<file path="config.mk">
export PLATFORM = sky130hd
export DESIGN_NAME = debug_run_controller_flat
export DESIGN_NICKNAME = d
export VERILOG_FILES = /design/src/rtl/debug_pkg.sv /design/src/rtl/debug_run_controller_if.sv /design/src/rtl/step_counter.sv /design/src/rtl/debug_run_controller.sv /design/src/flat_wrapper.sv
export SDC_FILE = /design/constraint.sdc
export NUM_CORES = 1
export LEC_CHECK = 0
export BUFFER_PORTS_ARGS = -buffer_cell sky130_fd_sc_hd__buf_2
export CORE_UTILIZATION = 45
export DETAILED_ROUTE_END_ITERATION = 7
export HOLD_SLACK_MARGIN = 0.08
export PLACE_DENSITY = 0.72
export SETUP_SLACK_MARGIN = 0.2
export SYNTH_ARGS = -nofsm -noshare
export SYNTH_HDL_FRONTEND = slang
export SYNTH_SLANG_ARGS = --single-unit
</file>
<file path="constraint.sdc">
create_clock -name clk -period 2.77 [get_ports clk]
set_input_delay 0.554 -clock clk [delete_from_list [all_inputs] [get_ports clk]]
set_output_delay 0.554 -clock clk [all_outputs]
set_load 0.05 [all_outputs]
</file>
<file path="src/rtl/debug_pkg.sv">
// Shared encodings for the debug run controller and the debug UART front end.
package debug_pkg;

   localparam int W_STEPS = 8;

   typedef enum logic [1:0] {
      OP_RUN     = 2'b00,
      OP_STEP    = 2'b01,
      OP_HALT    = 2'b10,
      OP_RESTART = 2'b11
   } cmd_op_t;

   typedef enum logic [1:0] {
      ST_IDLE    = 2'b00,
      ST_RUN     = 2'b01,
      ST_STEP    = 2'b10,
      ST_RESTART = 2'b11
   } run_state_t;

   typedef enum logic [1:0] {
      CAUSE_NONE  = 2'b00,
      CAUSE_STEP  = 2'b01,
      CAUSE_BREAK = 2'b10,
      CAUSE_HALT  = 2'b11
   } stop_cause_t;

endpackage

</file>
<file path="src/rtl/debug_run_controller_if.sv">
// Debug-link command channel: strobe/ready handshake plus the illegal-command pulse.
interface debug_run_controller_if;
   import debug_pkg::*;

   logic               cmd_valid;
   logic               cmd_ready;
   cmd_op_t            cmd_op;
   logic [W_STEPS-1:0] cmd_steps;
   logic               cmd_err;

   modport master (output cmd_valid, cmd_op, cmd_steps, input cmd_ready, cmd_err);
   modport slave  (input cmd_valid, cmd_op, cmd_steps, output cmd_ready, cmd_err);

endinterface

</file>
<file path="src/rtl/step_counter.sv">
// STEP instruction down-counter with load, decrement and terminal-count flag.
module step_counter #(
   parameter int W = 8
) (
   input  logic         clk,
   input  logic         reset,
   input  logic         load,
   input  logic [W-1:0] load_val,
   input  logic         dec,
   output logic         zero
);

   logic [W-1:0] count_q;

   always_ff @(posedge clk or negedge reset) begin
      if (!reset) begin
         count_q <= '0;
      end else if (load) begin
         count_q <= load_val;
      end else if (dec && (count_q != '0)) begin
         count_q <= count_q - 1'b1;
      end
   end

   // High when the decrement in this cycle lands the count on 0.
   assign zero = ~|count_q[W-1:1];

endmodule

</file>
<file path="src/rtl/debug_run_controller.sv">
// Debug run/step/halt/restart sequencer driving the program-counter debug controls.
//   state      | meaning
//   ST_IDLE    | PC frozen, waiting for a command
//   ST_RUN     | PC free-running until breakpoint, end of program or HALT
//   ST_STEP    | PC enabled for the loaded number of instructions
//   ST_RESTART | single cycle with the PC held in reset
module debug_run_controller
   import debug_pkg::*;
#(
   parameter int W_ADDR = 8,
   parameter int W_CNT  = 16
) (
   input  logic                  clk,
   input  logic                  reset,
   debug_run_controller_if.slave cmd,
   input  logic [W_ADDR-1:0]     pc_addr,
   input  logic                  bp_en,
   input  logic [W_ADDR-1:0]     bp_addr,
   input  logic                  end_of_prog,
   output logic                  pc_enable,
   output logic                  pc_reset,
   output run_state_t            state,
   output logic [W_CNT-1:0]      cycle_count,
   output logic                  done,
   output stop_cause_t           stop_cause
);

   run_state_t         state_n;
   stop_cause_t        cause_n;
   logic               pc_enable_n, pc_reset_n, done_n, err_n, ready_n, first_n;
   logic               ready_q, err_q, first_q;
   logic [W_CNT-1:0]   count_n;
   logic               step_load, step_dec, step_zero, count_clr;
   logic               accept, bp_hit, stop_hit;
   logic [W_STEPS-1:0] steps_eff;

   assign accept    = cmd.cmd_valid && ready_q;
   // The first enabled cycle ignores the breakpoint so execution can resume from it.
   assign bp_hit    = bp_en && (pc_addr == bp_addr) && !first_q;
   assign stop_hit  = end_of_prog || bp_hit;
   assign steps_eff = (cmd.cmd_steps == '0) ? W_STEPS'(1) : cmd.cmd_steps;

   assign cmd.cmd_ready = ready_q;
   assign cmd.cmd_err   = err_q;

   step_counter #(.W(W_STEPS)) u_step_counter (
      .clk      (clk),
      .reset    (reset),
      .load     (step_load),
      .load_val (steps_eff),
      .dec      (step_dec),
      .zero     (step_zero)
   );

   always_comb begin
      state_n   = state;
      cause_n   = stop_cause;
      done_n    = 1'b0;
      err_n     = 1'b0;
      first_n   = 1'b0;
      step_load = 1'b0;
      step_dec  = 1'b0;
      count_clr = 1'b0;
      unique case (state)
         ST_IDLE: begin
            if (accept) begin
               unique case (cmd.cmd_op)
                  OP_RUN: begin
                     state_n = ST_RUN;
                     cause_n = CAUSE_NONE;
                     first_n = 1'b1;
                  end
                  OP_STEP: begin
                     state_n   = ST_STEP;
                     cause_n   = CAUSE_NONE;
                     first_n   = 1'b1;
                     step_load = 1'b1;
                  end
                  OP_RESTART: begin
                     state_n   = ST_RESTART;
                     cause_n   = CAUSE_NONE;
                     count_clr = 1'b1;
                  end
                  OP_HALT: cause_n = CAUSE_HALT;
               endcase
            end
         end
         ST_RUN, ST_STEP: begin
            step_dec = (state == ST_STEP);
            if (accept && (cmd.cmd_op == OP_HALT)) begin
               state_n = ST_IDLE;
               cause_n = CAUSE_HALT;
               done_n  = 1'b1;
            end else begin
               err_n = accept;
               if (stop_hit) begin
                  state_n = ST_IDLE;
                  cause_n = CAUSE_BREAK;
                  done_n  = 1'b1;
               end else if ((state == ST_STEP) && step_zero) begin
                  state_n = ST_IDLE;
                  cause_n = CAUSE_STEP;
                  done_n  = 1'b1;
               end
            end
         end
         ST_RESTART: state_n = ST_IDLE;
      endcase

      pc_enable_n = (state_n == ST_RUN) || (state_n == ST_STEP);
      pc_reset_n  = (state_n == ST_RESTART);
      ready_n     = (state_n != ST_RESTART);

      if (count_clr) begin
         count_n = '0;
      end else if (pc_enable && (cycle_count != '1)) begin
         count_n = cycle_count + 1'b1;
      end else begin
         count_n = cycle_count;
      end
   end

   always_ff @(posedge clk or negedge reset) begin
      if (!reset) begin
         state       <= ST_IDLE;
         pc_enable   <= 1'b0;
         pc_reset    <= 1'b0;
         cycle_count <= '0;
         done        <= 1'b0;
         stop_cause  <= CAUSE_NONE;
         ready_q     <= 1'b1;
         err_q       <= 1'b0;
         first_q     <= 1'b0;
      end else begin
         state       <= state_n;
         pc_enable   <= pc_enable_n;
         pc_reset    <= pc_reset_n;
         cycle_count <= count_n;
         done        <= done_n;
         stop_cause  <= cause_n;
         ready_q     <= ready_n;
         err_q       <= err_n;
         first_q     <= first_n;
      end
   end

endmodule
</file>
<file path="src/flat_wrapper.sv">
// flat-port wrapper written by rule: the top's interface ports become plain ports
module debug_run_controller_flat import debug_pkg::*;
#(
   parameter int W_ADDR = 8,
   parameter int W_CNT  = 16
)
  (clk, reset, pc_addr, bp_en, bp_addr, end_of_prog, pc_enable, pc_reset, state, cycle_count, done, stop_cause, cmd_cmd_valid, cmd_cmd_op, cmd_cmd_steps, cmd_cmd_ready, cmd_cmd_err);
  debug_run_controller_if cmd_i ();
  input  logic clk;
  input  logic reset;
  input  logic [W_ADDR-1:0] pc_addr;
  input  logic bp_en;
  input  logic [W_ADDR-1:0] bp_addr;
  input  logic end_of_prog;
  output logic pc_enable;
  output logic pc_reset;
  output run_state_t state;
  output logic [W_CNT-1:0] cycle_count;
  output logic done;
  output stop_cause_t stop_cause;
  input wire logic [$bits(cmd_i.cmd_valid)-1:0] cmd_cmd_valid;
  input wire logic [$bits(cmd_i.cmd_op)-1:0] cmd_cmd_op;
  input wire logic [$bits(cmd_i.cmd_steps)-1:0] cmd_cmd_steps;
  output wire logic [$bits(cmd_i.cmd_ready)-1:0] cmd_cmd_ready;
  output wire logic [$bits(cmd_i.cmd_err)-1:0] cmd_cmd_err;
  assign cmd_i.cmd_valid = cmd_cmd_valid;
  assign cmd_i.cmd_op = cmd_cmd_op;
  assign cmd_i.cmd_steps = cmd_cmd_steps;
  assign cmd_cmd_ready = cmd_i.cmd_ready;
  assign cmd_cmd_err = cmd_i.cmd_err;
  debug_run_controller #(.W_ADDR(W_ADDR), .W_CNT(W_CNT)) u_core (.clk(clk), .reset(reset), .cmd(cmd_i), .pc_addr(pc_addr), .bp_en(bp_en), .bp_addr(bp_addr), .end_of_prog(end_of_prog), .pc_enable(pc_enable), .pc_reset(pc_reset), .state(state), .cycle_count(cycle_count), .done(done), .stop_cause(stop_cause));
endmodule
</file>
Yosys cells after proc, flatten, opt, wreduce, memory -nomap -nowiden

Index checks and enable logic that the tools add are counted.

Word-level logic and storage cells: 82
Output and inout bits: 25
Bits of input ports: 31
Bits in registers: 34

Mux-type cells: 33
Reductions and logical operators: 23
Add/sub/neg operators: 2
Eq/ne operators: 14

Operator list:

| operator                                              | count |
|---|---|
| two-way mux 16 bit                                    | 2 |
| two-way mux 8 bit                                     | 3 |
| adder 16 x 1 -> 16 bit, second input constant         | 1 |
| two-way mux 1 bit                                     | 16 |
| two-way mux 2 bit                                     | 8 |
| inequality test 16 bit, second input constant         | 1 |
| equality test 2 bit, second input constant            | 6 |
| one-hot mux 2 bit (3 select lines)                    | 2 |
| equality test 8 bit                                   | 1 |
| logical NOT 8 bit                                     | 1 |
| one-hot mux 2 bit (2 select lines)                    | 2 |
| nonzero test 8 bit                                    | 1 |
| subtractor 8 x 1 -> 8 bit, second input constant      | 1 |
| logical AND 1 bit                                     | 7 |
| OR reduction 7 bit                                    | 1 |
| equality test 2 x 1 -> 1 bit, second input constant   | 3 |
| nonzero test 2 bit                                    | 3 |
| logical NOT 2 bit                                     | 2 |
| inequality test 4 x 1 -> 1 bit, second input constant | 1 |
| OR reduction 2 bit                                    | 2 |
| AND reduction 3 bit                                   | 1 |
| OR reduction 3 bit                                    | 1 |
| logical NOT 1 bit                                     | 2 |
| logical OR 1 bit                                      | 2 |
| 2 further kinds                                       | 2 |

Depth between registers and ports, before layout

Depth after elaboration: 9
Depth in mapped cells: 8
Depth with buffers taken out: 8

Hierarchy

From an unflattened synthesis, not the netlist that was laid out.

Cell total of the unflattened synthesis: 237
Area, all modules: 2188.3 µm²

By module, submodules not included:

| module               | times used | cells each | area an instance (µm²) | sequential area each (µm²) |
|---|---|---|---|---|
| debug_run_controller | 1          | 176        | 1632.8                 | 651.9 |
| step_counter         | 1          | 61         | 555.5                  | 200.2 |

Least setup slack after synthesis

No wires, ideal clock.

Path type: register to register
Start point: register u_core.state[1]
End point: register u_core.pc_enable
Slack: 0.373 ns
Arrival: 2.271 ns
Required time: 2.644 ns
Stages on the path, launching flop included: 7
Clock period less this slack: 2.397 ns
Library setup time: 0.126 ns
Cell sequence: dfrtp_1 > ha_1 > or4b_4 > o21a_1 > and4_4 > a22o_1 > ha_1

Cells in the longest elaborated chain, start to end: 8
Elaborated cells on any way between the ends: 15
Those cells by class: eq/ne: 5; mux: 6; reduce/logical: 4

RTL lines:

| what                                                                | RTL line                                                | RTL |
|---|---|---|
| from (decl)                                                         | debug_run_controller.sv:22                              | `output run_state_t state,` |
| from (signal assigned)                                              | debug_run_controller.sv:135                             | `state <= state_n;` |
| equality test 2 bit                                                 | debug_run_controller.sv:64, debug_run_controller.sv:100 |  |
| logical AND 1 bit                                                   | debug_run_controller.sv:100                             | `end else if ((state == ST_STEP) && step_zero) begin` |
| two-way mux 2 bit                                                   | debug_run_controller.sv:100                             |  |
| two-way mux 2 bit                                                   | debug_run_controller.sv:96                              | `if (stop_hit) begin` |
| two-way mux 2 bit                                                   | debug_run_controller.sv:90                              | `if (accept && (cmd.cmd_op == OP_HALT)) begin` |
| one-hot mux 2 bit (3 select lines) (*)                              | debug_run_controller.sv:64                              | `unique case (state)` |
| equality test 2 x 1 -> 1 bit or equality test 2 bit (tied branches) | debug_run_controller.sv:110                             | `pc_enable_n = (state_n == ST_RUN) \|\| (state_n == ST_STEP);` |
| logical OR 1 bit (*)                                                | debug_run_controller.sv:110                             |  |
| net u_core.pc_enable_n                                              | debug_run_controller.sv:30                              | `logic pc_enable_n, pc_reset_n, done_n, err_n, ready_n, first_n;` |
| to (signal assigned)                                                | debug_run_controller.sv:136                             | `pc_enable <= pc_enable_n;` |
| to (decl)                                                           | debug_run_controller.sv:20                              | `output logic pc_enable,` |

The timed path passes the listed nets; every way through them passes the cells marked *.
A chain may end at the register's enable or synchronous reset.

Worst setup path after layout

Start point: register u_core.state[0]
End point: register u_core.pc_enable

Same word-level chain as after synthesis.

==> impl_results.md <==
* Worst-Skew Late Latency at 0.29 ns
* Die area at 0.00472 sq mm
* Placed Area at 0.00233 sq mm
* CTS tree: yes
* Post-CTS Setup Bufs at 0
* Worst reg2reg endpoint: u_core.pc_enable
* Vias in the first global route at 1626
* Post-CTS Resized at 0
* Final Max Slew Viols at 0
* Startpoint types: register
* DR WL/cell at 12.6 microns
* Die Y at 68.7 microns
* Core ar. at 0.00414 sq mm
* Root Buffer: clkbuf_8
* Synthesized area at 0.00200 sq mm
* DRC violations left at 0
* Total CTS buffers at 5
* Leakage power at 1.18 nW
* Hpwl dp at 3.01 mm
* Post-synth top cells: 33 x dfrtp_1, 32 x nor2_1, 22 x xor2_1
* Post-synth top area cell: dfrtp_1
* Setup crit end kind: register
* All-Layer GR Usage at 0.203
* # nets final at 312
* Area grow syn2layout at 20.5%
* WP data arrival at 2.41 ns
* Antenna violations before repair at 0
* Hold slack at 0.317 ns
* Final hold viol count at 0
* Period utilization at 0.803
* Final instance area at 0.00241 sq mm
* Share of layout cells above drive strength 1 at 0.255
* Tmin final at 2.22 ns
* Critical path class: reg -> reg
* Maximum VDD drop at 594 uV
* Async S/R FF share, synth at 1.00
* Vias at 1706
* Iter 0 DRT Violations at 127
* CTS Hold Bufs at 0
* Reg-to-reg startpoint: u_core.state[0]
* Synth cell types at 43
* FF+latch count, synth at 34
* Max-Cap Viols at 0
* CP Data Required Time at 2.95 ns
* Clock sink total at 34
* Worst slew margin at 0.504
* Unrepaired setup endpoints after global routing: no
* # IOs at 56
* Setup TNS at 0 ns
* Outcome: finished clean
* Ys flop type: dfrtp_1
* CTS clk-pin slew, worst paths at 0.07 ns
* Largest net degree at the start of global routing at 35
* Drt pass-1 iters at 4
* Die W at 68.7 microns
* GPL Wtd Cong at 0.842
* CTS H-tree lvls at 2
* Post-synth top area share at 0.412
* Mean Syn Cell Area at 9.49 sq um
* Cells after synthesis at 211
* Tightest Hold Check Type: in -> async
* Top cells by area, synth: dfrtp_1 41%, xor2_1 9.6%, ha_1 6.9%
* Post-DR vias/cell at 5.31
* Port bufs at 55
* Setup-failing EPs final at 0
* Setup Skew at 0.00868 ns
* Max Clk Rate at 449 MHz
* Register area share after synthesis at 0.425
* Top-count cell post-synth: dfrtp_1
* Grt total ovfl at 0
* Final wirelength at 4.05 mm
* R2R setup slack at 0.55 ns
* Max Buffers Root-to-Sink at 2
* Crit-path max FO at 5
* # rows at 23
* Antenna Nets Post-Route at 0
* Power density over the cells at 939 mW/mm^2
* Cell depth of the worst flop-to-flop path at 7
* Global-route wire length before repair at 7.06 mm
* Initial Utilization at 0.483
* Number of synthesized flops with an enable pin at 0
* Post-synthesis net count at 253
* Synth warnings at 0
* Worst Max-Slew Pin Slew at 0.744 ns
* Antenna Diode Count at 0
## where the power goes
| part | switching, mW | total, mW | internal, mW |
|---|---|---|---|
| registers | 0.183 | 0.852 | 0.668 |
| clock network | 0.183 | 0.357 | 0.174 |
| logic | 0.715 | 1.06 | 0.344 |
| total | 1.08 | 2.27 | 1.19 |
## logic make-up after synthesis
logic type | count (synthesis) | share of synthesized area
muxes | 4 | 0.0212
xor gates and xnor gates | 26 | 0.114
adders and majority gates | 11 | 0.0687
DFF | 34 | 0.425
AOI/OAI and AO/OA | 38 | 0.124
buffers and inverters | 15 | 0.0287
and+or+nand+nor | 83 | 0.218
## how the worst max path moves through the flow
stage                         start                    to  slack, ns  cells after the start
floorplan           u_core.state[1]      u_core.pc_enable       0.37                      6
global placement    u_core.state[0]      u_core.pc_enable       0.58                      7
finish              u_core.state[0]      u_core.pc_enable       0.55                      7
CTS                 u_core.state[0]      u_core.pc_enable       0.54                      7
global route        u_core.state[0]      u_core.pc_enable       0.44                      7
detailed placement       bp_addr[5]  u_core.stop_cause[1]       0.55                      6
## cells in the final DEF (no fill, tap or decap), types with 5 or more instances in the layout
master    instances
a21oi_1          11
buf_2            55
clkbuf_8          5
dfrtp_1          33
ha_1             11
inv_1            11
nand2_1           8
nand3_1           8
nand4_1           7
nor2_1           32
nor3_1            7
o211ai_1          5
o21ai_0           6
xor2_1           22
## stage by stage
stage	utilization	total power, mW	std cells	worst slack (ns)
after floorplan	-	1.65	211	0.373
after global placement	0.563	1.90	313	0.582
after detailed placement	0.563	1.92	313	0.549
after CTS	0.583	2.29	321	0.541
after global routing	0.583	2.44	321	0.441
final	0.583	2.27	321	0.545
## area by class of cell
| class | count | area, sq um |
|---|---|---|
| clock buffer | 6 | 72.6 |
| clock inverter | 2 | 10.0 |
| fill | 390 | 1730 |
| inverter | 11 | 41.3 |
| multi-input combinational | 162 | 1090 |
| sequential | 34 | 852 |
| tap | 50 | 62.6 |
| timing repair buffer | 56 | 283 |
## sequential cells by signal, indices dropped and copies added (netlist names)
| signal | flops |
|---|---|
| u_core.pc_reset | 1 |
| u_core.first_q | 1 |
| u_core.cmd.cmd_err | 1 |
| u_core.stop_cause | 2 |
| u_core.done | 1 |
| u_core.pc_enable | 1 |
| u_core.cmd.cmd_ready | 1 |
| u_core.state | 2 |
| u_core.cycle_count | 16 |
| u_core.u_step_counter.count_q | 8 |
## metal layers
metal,vias to the layer above,GRT usage,part of all wire
li1,868,-,-
met1,792,0.261,0.47
met2,39,0.327,0.46
met3,7,0.0444,0.049
met4,0,0.0918,0.017
met5,-,0,0
## worst max-delay path, cell delays in order, from the launching register on
cell and delay (ns):
dfrtp_1 0.42, inv_1 0.10, ha_1 0.17, or4b_4 0.47, o21a_1 0.24, and4_4 0.20
a22o_1 0.22, ha_1 0.29
No activity file was read; power rests on OpenSTA's default activity.
